===== config.mk =====
export PLATFORM = sky130hd
export DESIGN_NAME = down_timer
export DESIGN_NICKNAME = d
export VERILOG_FILES = /design/src/rtl/timer_pkg.sv /design/src/rtl/down_count_core.sv /design/src/rtl/down_timer.sv
export SDC_FILE = /design/constraint.sdc
export NUM_CORES = 1
export LEC_CHECK = 0
export CAP_MARGIN = 15
export CORE_ASPECT_RATIO = 0.9
export CORE_MARGIN = 2
export CORE_UTILIZATION = 40
export CTS_CLUSTER_SIZE = 12
export DETAILED_ROUTE_END_ITERATION = 8
export PLACE_DENSITY = 0.64
export SETUP_SLACK_MARGIN = 0.5
export SYNTH_ARGS = -nofsm -noshare
export SYNTH_HDL_FRONTEND = slang
export SYNTH_SLANG_ARGS = --single-unit

===== constraint.sdc =====
create_clock -name clk -period 1.7 [get_ports clk]
set_input_delay 0.17 -clock clk [delete_from_list [all_inputs] [get_ports clk]]
set_output_delay 0.17 -clock clk [all_outputs]
set_load 0.01 [all_outputs]

===== src/rtl/timer_pkg.sv =====
// timer_pkg
// Shared definitions for the timing/control fabric timers.
//   timer_state_e : down_timer FSM state encoding (IDLE, RUN, EXPIRED)
//   DEFAULT_WIDTH : default count / load / reload register width
package timer_pkg;

  localparam int DEFAULT_WIDTH = 4;

  // Encodings are fixed so that state values stay stable across revisions.
  typedef enum logic [1:0] {
    IDLE    = 2'b00,
    RUN     = 2'b01,
    EXPIRED = 2'b10
  } timer_state_e;

endpackage


===== src/rtl/down_count_core.sv =====
// down_count_core
// Datapath for down_timer. Holds the count and reload registers, performs
// the saturating decrement and flags the ==1 / ==0 conditions.
// Ports:
//   clk, reset       : rising-edge clock, synchronous active-high reset
//   rel_we, rel_din  : write enable / data for the reload register
//   cnt_we, cnt_din  : write enable / data for the count register (wins over dec)
//   dec              : decrement the count by one (ignored at zero)
//   count            : current count
//   reload_q         : current reload register value
//   at_one, at_zero  : count == 1, count == 0
module down_count_core
  import timer_pkg::*;
#(
  parameter int WIDTH = DEFAULT_WIDTH
) (
  input  logic             clk,
  input  logic             reset,
  input  logic             rel_we,
  input  logic [WIDTH-1:0] rel_din,
  input  logic             cnt_we,
  input  logic [WIDTH-1:0] cnt_din,
  input  logic             dec,
  output logic [WIDTH-1:0] count,
  output logic [WIDTH-1:0] reload_q,
  output logic             at_one,
  output logic             at_zero
);

  assign at_zero = (count == '0);
  assign at_one  = (count == WIDTH'(1));

  // Count and reload registers. A direct write has priority over the
  // decrement, and the decrement is blocked at zero so the count can
  // never wrap.
  always_ff @(posedge clk) begin
    if (reset) begin
      count    <= '0;
      reload_q <= '0;
    end else begin
      if (rel_we) begin
        reload_q <= rel_din;
      end
      if (cnt_we) begin
        count <= cnt_din;
      end else if (dec && !at_zero) begin
        count <= count - WIDTH'(1);
      end
    end
  end

endmodule


===== src/rtl/down_timer.sv =====
// down_timer
// Loadable down-counter/timer with one-shot and auto-reload modes.
// Ports:
//   clk         : rising-edge clock
//   reset       : synchronous active-high reset
//   load        : capture load_val into the reload register (and the count
//                 when not running)
//   load_val    : value to load
//   start       : begin or resume counting
//   stop        : pause counting (beats start)
//   auto_reload : 1 = periodic, 0 = one-shot; sampled at each expiry
//   cout        : current count
//   busy        : high while running
//   tc          : one-cycle terminal-count pulse
//   done        : sticky one-shot expiry flag
module down_timer
  import timer_pkg::*;
#(
  parameter int WIDTH = DEFAULT_WIDTH
) (
  input  logic             clk,
  input  logic             reset,
  input  logic             load,
  input  logic [WIDTH-1:0] load_val,
  input  logic             start,
  input  logic             stop,
  input  logic             auto_reload,
  output logic [WIDTH-1:0] cout,
  output logic             busy,
  output logic             tc,
  output logic             done
);

  timer_state_e     state;
  logic             rel_we;
  logic             cnt_we;
  logic             dec;
  logic [WIDTH-1:0] cnt_din;
  logic [WIDTH-1:0] count;
  logic [WIDTH-1:0] reload_q;
  logic             at_one;
  logic             at_zero;
  logic [WIDTH-1:0] eff_idle;
  logic [WIDTH-1:0] eff_exp;
  logic             expiring;

  // A same-cycle load is applied before start is judged, so start sees the
  // freshly loaded value rather than the stale register.
  assign eff_idle = load ? load_val : count;
  assign eff_exp  = load ? load_val : reload_q;

  // count <= 1 covers a zero reload in periodic mode: it re-expires every
  // cycle instead of trying to decrement below zero.
  assign expiring = at_one || at_zero;

  assign cout = count;
  assign busy = (state == RUN);

  down_count_core #(.WIDTH(WIDTH)) u_core (
    .clk      (clk),
    .reset    (reset),
    .rel_we   (rel_we),
    .rel_din  (load_val),
    .cnt_we   (cnt_we),
    .cnt_din  (cnt_din),
    .dec      (dec),
    .count    (count),
    .reload_q (reload_q),
    .at_one   (at_one),
    .at_zero  (at_zero)
  );

  // Datapath controls. A load always refreshes the reload register; it only
  // touches the running count outside RUN, so a load during RUN takes effect
  // at the next reload.
  always_comb begin
    rel_we  = load;
    cnt_we  = 1'b0;
    cnt_din = load_val;
    dec     = 1'b0;
    case (state)
      IDLE: begin
        cnt_we = load;
      end
      RUN: begin
        if (!stop) begin
          if (expiring) begin
            cnt_we  = 1'b1;
            cnt_din = auto_reload ? reload_q : '0;
          end else begin
            dec = 1'b1;
          end
        end
      end
      EXPIRED: begin
        if (start) begin
          cnt_we  = 1'b1;
          cnt_din = eff_exp;
        end else if (load) begin
          cnt_we = 1'b1;
        end
      end
      default: begin
        cnt_we = 1'b0;
      end
    endcase
  end

  // Control FSM with registered tc/done. tc is a single-cycle pulse raised
  // only by an expiry edge; done is sticky until the next load or start.
  always_ff @(posedge clk) begin
    if (reset) begin
      state <= IDLE;
      tc    <= 1'b0;
      done  <= 1'b0;
    end else begin
      tc <= 1'b0;
      case (state)
        IDLE: begin
          if (start) begin
            if (eff_idle != '0) begin
              state <= RUN;
            end else begin
              state <= EXPIRED;
              tc    <= 1'b1;
              done  <= 1'b1;
            end
          end
        end
        RUN: begin
          if (stop) begin
            state <= IDLE;
          end else if (expiring) begin
            tc <= 1'b1;
            if (!auto_reload) begin
              done  <= 1'b1;
              state <= EXPIRED;
            end
          end
        end
        EXPIRED: begin
          if (start) begin
            if (eff_exp != '0) begin
              state <= RUN;
              done  <= 1'b0;
            end else begin
              tc   <= 1'b1;
              done <= 1'b1;
            end
          end else if (load) begin
            state <= IDLE;
            done  <= 1'b0;
          end
        end
        default: begin
          state <= IDLE;
        end
      endcase
    end
  end

endmodule


==> results of run 1 <==
[cells by family after synthesis]
kind of cell	Yosys count	share of synthesized area, %
AO/OA/AOI/OAI	42	29.9
XOR/XNOR	1	0.860
adder cells (fa/ha/maj)	8	9.83
buffers and inverters	13	5.65
flip-flops	12	23.6
multiplexers	5	4.91
AND/OR/NAND/NOR	48	25.3
[flip-flops by register name, summed over array words and instances, names as in the netlist]
signal           count
done                 1
state                2
tc                   1
u_core.count         4
u_core.reload_q      4
[cell usage in the layout (no fill, tap or decap), types with 2 or more instances in the layout]
cell type        Yosys  layout
a21oi_2              0       2
nor2b_1              3       2
a31oi_1              4       3
dfxtp_1             12       6
ha_4                 0       6
o21ai_0              9       6
nor3_1               4       3
ha_1                 8       2
dfxtp_4              0       5
o21ai_2              1       2
nor4_1               3       2
a311o_1              3       3
inv_1                6       2
nand4b_1             4       4
o221ai_2             1       2
o211ai_1             5       5
a21oi_1              7       5
nand3_1              4       4
mux2i_1              5       5
inv_4                0       3
dlygate4sd2_1        0       9
or3_4                1       2
clkdlybuf4s50_1      0       5
o21ai_4              0       2
nor2_1              11      10
or3_1                3       2
nand2_1             10       9
buf_4                0      33
clkbuf_4             0       3
[power by group]
group          total [W]  internal, W  leakage (nW)  switching, W
Sequential      0.000522     0.000398         0.103      0.000124
Combinational    0.00209      0.00106         0.552       0.00103
Clock           0.000245     0.000130        0.0210      0.000115
Total            0.00285      0.00159         0.675       0.00127
[worst paths after layout]
check | from | end | slack [ns] | cells after the start
setup / recovery | u_core.count[2]$_SDFFE_PP0P_ | state[1]$_SDFFE_PP0P_ | -0.02 | 5
hold / removal | load_val[3] | u_core.reload_q[3]$_SDFF_PP0_ | 0.40 | 4
setup reg to reg | u_core.count[2]$_SDFFE_PP0P_ | state[1]$_SDFFE_PP0P_ | -0.02 | 5
hold reg to reg | done$_SDFFE_PP0P_ | done$_SDFFE_PP0P_ | 0.51 | 2
[through the flow]
stage | TNS (ns) | instance area (um2) | std cells | total power, W
global route | -0.202 | 1700 | 203 | 0.00304
global placement | -1.23 | 1480 | 194 | 0.00217
finish | -0.0171 | 1700 | 203 | 0.00285
CTS | -0.00184 | 1600 | 200 | 0.00258
floorplan | 0 | 1130 | 129 | 0.00159
detailed placement | -1.41 | 1480 | 194 | 0.00220
[tightest hold or removal path, delay by kind of cell]
kind | cells | cell delay, ns
buf+inv | 2 | 0.36
mux | 1 | 0.07
simple gates | 1 | 0.07
[synthesized netlist by cell type]
cell,count,share of area [%]
a311o_1,3,2.9
a211oi_1,1,0.74
buf_2,1,0.49
or4b_1,1,0.98
clkbuf_1,5,1.8
or3_1,3,1.8
o21ai_2,1,0.86
a211o_1,1,0.86
nor3_1,4,2.0
or4_1,1,0.74
a2bb2oi_1,1,0.86
or3_4,1,1.1
nand2b_1,1,0.61
o31ai_1,1,0.74
nor2_1,11,4.1
o221ai_1,1,0.86
dfxtp_1,12,24
a21o_1,1,0.74
inv_1,6,2.2
nor4_1,3,1.8
a21oi_1,7,3.4
o21bai_1,1,0.74
xor2_1,1,0.86
nand2_1,10,3.7
o221ai_2,1,1.5
o22ai_2,1,1.2
ha_1,8,9.8
o211ai_2,1,1.2
o32ai_1,1,0.86
mux2i_1,5,4.9
and3_1,1,0.61
nand4b_1,4,3.4
o21ai_0,9,4.4
nand3_1,4,2.0
o41ai_1,1,0.86
or2_1,1,0.61
buf_6,1,1.1
o211ai_1,5,3.7
a31oi_1,4,2.5
nor2b_1,3,1.8
a221oi_1,1,0.86
[final cells by class]
cell class,instances,area share [%]
Clock buffer,4,2.13
Sequential cell,12,15.3
Multi-Input combinational cell,104,55.6
Timing Repair Buffer,49,23.1
Tap cell,28,2.06
Inverter,6,1.77
[timing repair]
item	in CTS	in global routing
endpoints found under the setup margin	15	10
setup buffers	2	3
hold buffers	0	0
pin swaps	8	7
hold endpoints to repair	0	0
gates resized for setup	28	20
[routing by layer]
layer	wire (um)	part of all wire (%)	vias to the layer above
met2	1740	50	49
li1	-	-	582
met5	0	0	-
met4	51	1.5	0
met3	232	6.7	7
met1	1470	42	575
==> summary.txt, run 1 <==
Finish
  • Number of fill cells: 183
  • P&R area growth vs syn: 67.0%
  • Share of layout cells above drive strength 1: 46.3%
  • Layout Nets: 194
  • Register area: between 200 and 300 um2
  • Area of the multi-input gates: approximately 950 um2
  • Fin util: 70.1%
  • Antenna diodes: 0

Drt
  • DRT Pass-1 Iters: 4
  • Number of vias per cell: 5.98
  • Final WL: 3.49 mm
  • Total number of vias: 1213
  • Residual DRC: 0
  • Iteration-0 DRC Markers: 39
  • WL per Instance: 17.2 um
  • Antenna viol nets, final: 0

CTS
  • Num CTS Buffers: 3
  • # H-tree levels: 1
  • Clock slew at reported path FFs: 0.10 ns
  • Clock Tree Buf Depth: 2
  • Clock latency on the worst-skew pair: about 0.29 ns
  • CTS tree: yes
  • Root Driver: clkbuf_4
  • Clock sinks: 12

STA
  • WHS: 0.401 ns
  • Finish-stage setup viols: 1
  • Part of the cycle the worst path needs: 101%
  • Final hold viol count: 0
  • Clock Skew: between 0.01 and 0.015 ns
  • Setup slack after layout: -0.0171 ns
  • Slew HR: 70.0%
  • Count of final max-slew check failures: 0
  • Max Clk Rate: just under 600 MHz
  • Slew @ Worst Pin: 0.445 ns
  • RSZ-0062 raised after global routing: true
  • Period minus WS final: ~1.7 ns

Global route
  • Vias in the first global route: 1137
  • Initial antenna violation count: 0
  • Global-route wire length before repair: about 5.3 mm
  • M3 GR Usage: 6.47%
  • GRT Resource Usage Total: 23.7%
  • Largest net degree at the start of global routing: 14
  • Most used routing layer: met2
  • Met1 Usage GRT: 30.3%
  • Grt met2 use: between 30% and 40%
  • Total global routing overflow: 0

Placed design
  • Pre-CTS WS: -0.274 ns
  • GP Congestion: approximately 0.83
  • Port Buffers: 16
  • Hpwl dp: 2.47 mm

Floorplanning
  • Core Area: 0.00242 mm2
  • Num ports: 17
  • Overall die width: between 50 and 60 um
  • Chip height: between 50 and 60 um
  • Rows: 17
  • Initial Util: 42.0%
  • Die area: 0.00297 mm2

Worst setup path
  • Max stage delay cell, worst path: or4_4
  • Critical path class: reg -> reg
  • Critical path arrival: 1.94 ns
  • Crit-path cells: or4_4, o22ai_4, a21oi_2, or3_1, a21oi_1
  • Worst Path Buf+Inv: 0
  • Crit path largest cell delay: 0.58 ns
  • Crit. End Element: register
  • CP Launch Type: register
  • WP data required: between 1.5 and 2 ns
  • Delay-heaviest family, CP: simple AND/OR/NAND/NOR gates
  • CP max FO: 4

Synthesis
  • Flops & latches, synth: 12
  • Post-Syn Area: between 0.001 and 0.0015 mm2
  • Library cells used by synthesis: 41
  • Mapped Nets: between 100 and 150
  • Synthesized netlist cell count: roughly 130
  • Avg Cell Area, Syn: 7.90 um2
  • Seq/Total Area, Yosys: 23.6%
  • Synth warn: 0

Power
  • Leakage power: 0.675 nW
  • Power Dens Cells: 1680 mW/mm2
  • Maximum VDD drop: around 0.0012 V

Run status
  • Status: complete, but fails checks
  • Failing checks: setup timing

Hold path
  • Worst hold path class: in -> reg

Run
  • Number of max-cap violations: 0
Power figures use the tool's default switching activity.
==> inputs of run 2 (changes only) <==
--- a/config.mk
+++ b/config.mk
@@ -7,7 +7,7 @@
 export LEC_CHECK = 0
 export CAP_MARGIN = 15
 export CORE_ASPECT_RATIO = 0.9
-export CORE_MARGIN = 2
+export CORE_MARGIN = 5
 export CORE_UTILIZATION = 40
 export CTS_CLUSTER_SIZE = 12
 export DETAILED_ROUTE_END_ITERATION = 8
==> run 2 against run 1 <==
The flow still finishes with violations (setup timing). Sequential share of layout area fell by 0.12 points. Clock-buffer cell count unchanged. Utilization about the same. Clock power increased by 2%. Critical path type unchanged. Largest cell class unchanged.
==> summary.txt, run 2 (synthesis gave the netlist of run 1 again) <==
Drt
  • Total number of vias: 1231 (+1.5%)
  • Number of vias per cell: 6.00 (+0.49%)
  • WL per Instance: 16.5 um (-3.9%)
  • Residual DRC: 0 (unchanged)
  • Final WL: 3.38 mm (-3.0%)
  • Antenna viol nets, final: 0 (unchanged)
  • Iteration-0 DRC Markers: 77 (+97%)
  • DRT Pass-1 Iters: 4 (unchanged)

CTS
  • Num CTS Buffers: 3 (unchanged)
  • Clock latency on the worst-skew pair: 0.29 ns (about the same)
  • # H-tree levels: 1 (unchanged)
  • Root Driver: clkbuf_4
  • Clock sinks: 12 (unchanged)
  • CTS Hold Bufs: 0 (unchanged)
  • CTS tree: yes
  • Clock Tree Buf Depth: 2 (unchanged)
  • Clock slew at reported path FFs: 0.09 ns (about the same)

Global route
  • GRT Resource Usage Total: 18.7% (-5.0 points)
  • Largest net degree at the start of global routing: 14 (unchanged)
  • Total global routing overflow: 0 (unchanged)
  • Global-route wire length before repair: 5.54 mm (+4.0%)
  • Initial antenna violation count: 0 (unchanged)
  • Vias in the first global route: 1234 (+8.5%)

Hold path
  • Worst hold stages: 4 (unchanged)
  • Hold Crit Start: load_val[0]
  • Worst hold path class: in -> reg
  • Worst hold endpoint: u_core.reload_q[0]$_SDFF_PP0_

Finish
  • Layout Nets: 196 (+1.0%)
  • Antenna diodes: 0 (unchanged)
  • Register area: 260 um2 (unchanged)
  • P&R area growth vs syn: 68.3%
  • Fin area: 0.00171 mm2 (+0.81%)
  • Area of the multi-input gates: 927 um2 (-2.0%)
  • Commonest non-fill, non-tap cell in the layout: buf_4
  • Number of fill cells: 189 (+3.3%)
  • Top flop regs: u_core.count (4), u_core.reload_q (4), state (2)
  • Share of layout cells above drive strength 1: 47.5% (+1.2 points)
  • Commonest non-fill, non-tap cells in the layout: buf_4, nor2_1, nand2_1, dlygate4sd2_1

Power
  • Leakage power: 0.679 nW (+0.59%)
  • Power Dens Cells: 1670 mW/mm2 (-0.46%)
  • Maximum VDD drop: 0.00130 V (+8.0%)

Placed design
  • Placed Area: 0.00148 mm2 (+0.34%)
  • Port Buffers: 16 (unchanged)
  • GP Congestion: 0.874 (+4.6%)
  • Hpwl dp: 2.38 mm (-3.5%)

STA
  • Slew @ Worst Pin: 0.358 ns (-0.0864 ns)
  • Setup slack after layout: -0.00780 ns (+0.00926 ns)
  • Max Clk Rate: 586 MHz (+0.54%)
  • Period minus WS final: 1.71 ns (-0.00926 ns)
  • Count of final max-slew check failures: 0 (unchanged)
  • Slew HR: 75.9% (+5.9 points)
  • Part of the cycle the worst path needs: 100% (-0.54 points)
  • Finish-stage setup viols: 1 (unchanged)
  • Clock Skew: 0.00211 ns (-0.0116 ns)
  • RSZ-0062 raised after global routing: true
  • TNS Setup: -0.00780 ns (+0.00926 ns)
  • WHS: 0.407 ns (+0.00570 ns)
  • Final hold viol count: 0 (unchanged)

Worst setup path
  • CP Launch Type: register
  • Worst R2R Path Depth: 5 (unchanged)
  • Crit path launch: u_core.count[2]$_SDFFE_PP0P_
  • CP max FO: 3 (-1)
  • R2R setup slack: -0.008 ns (about the same)
  • WP data required: 1.92 ns (about the same)
  • R2r endpoint: state[1]$_SDFFE_PP0P_
  • Critical path class: reg -> reg
  • Critical path arrival: 1.93 ns (about the same)
  • Reg2reg start: u_core.count[2]$_SDFFE_PP0P_
  • Crit. End Element: register

Floorplanning
  • Num ports: 17 (unchanged)
  • Initial Util: 41.6% (-0.37 points)
  • Overall die width: 63.2 um (+10%)
  • Die area: 0.00366 mm2 (+23%)
  • Rows: 17 (unchanged)
  • Core Area: 0.00245 mm2 (+0.88%)
  • Chip height: 57.9 um (+12%)

Run
  • Number of max-cap violations: 0 (unchanged)

Run status
  • Status: complete, but fails checks
  • Failing checks: setup timing
==> run 2: changes by cell type in the layout (fill, tap and decap cells not counted), sizes merged <==
cell | before | now
dlygate4sd2 | 9 | 8
buf | 34 | 36
clkdlybuf4s15 | 0 | 1
==> run 2: critical path, stage by stage, from the launching register on <==
cell and delay, ns:
dfxtp_4 0.36, or4_4 0.57, o22ai_4 0.18, a21oi_1 0.08
or3_1 0.33, a21oi_2 0.12
==> run 2: worst max-delay path by stage <==
stage                                              end
after floorplan           u_core.count[2]$_SDFFE_PP0P_
after global placement           state[1]$_SDFFE_PP0P_
after detailed placement         state[1]$_SDFFE_PP0P_
after CTS                        state[1]$_SDFFE_PP0P_
after global routing             state[1]$_SDFFE_PP0P_
final                            state[1]$_SDFFE_PP0P_
==> run 2: cell type report <==
class | count | area share [%]
Clock buffer | 4 | 2.12
Inverter | 6 | 1.75
Multi-Input combinational cell | 104 | 54.1
Sequential cell | 12 | 15.2
Tap cell | 28 | 2.04
Timing Repair Buffer | 51 | 24.8
==> run 2: report_power, final <==
part	total (W)	switching [W]	internal [W]
logic	0.00210	0.00100	0.00110
registers	0.000509	0.000112	0.000397
clock network	0.000250	0.000119	0.000130
==> run 2: repair_timing <==
item	in CTS	in global routing
gates resized for setup	33	16
setup buffers	5	3
pin swaps	15	5
hold endpoints to repair	0	0
setup endpoints to repair	15	11
==> run 2: stage by stage <==
step,power [W],setup WS (ns),instances,utilization (%)
after global placement,0.00218,-0.238,193,60.6
after floorplan,0.00159,0.00479,129,-
after detailed placement,0.00221,-0.287,193,60.6
after CTS,0.00266,0.0173,202,66.9
final,0.00286,-0.00780,205,70.1
after global routing,0.00306,-0.0602,205,70.1
==> run 2: metal layers <==
layer | vias up | global-route usage [%] | part of all wire, %
met5 | - | 0 | 0
met4 | 0 | 9.50 | 2.6
met3 | 12 | 5.43 | 8.0
met2 | 52 | 30.3 | 48
met1 | 577 | 22.7 | 41
li1 | 590 | - | -
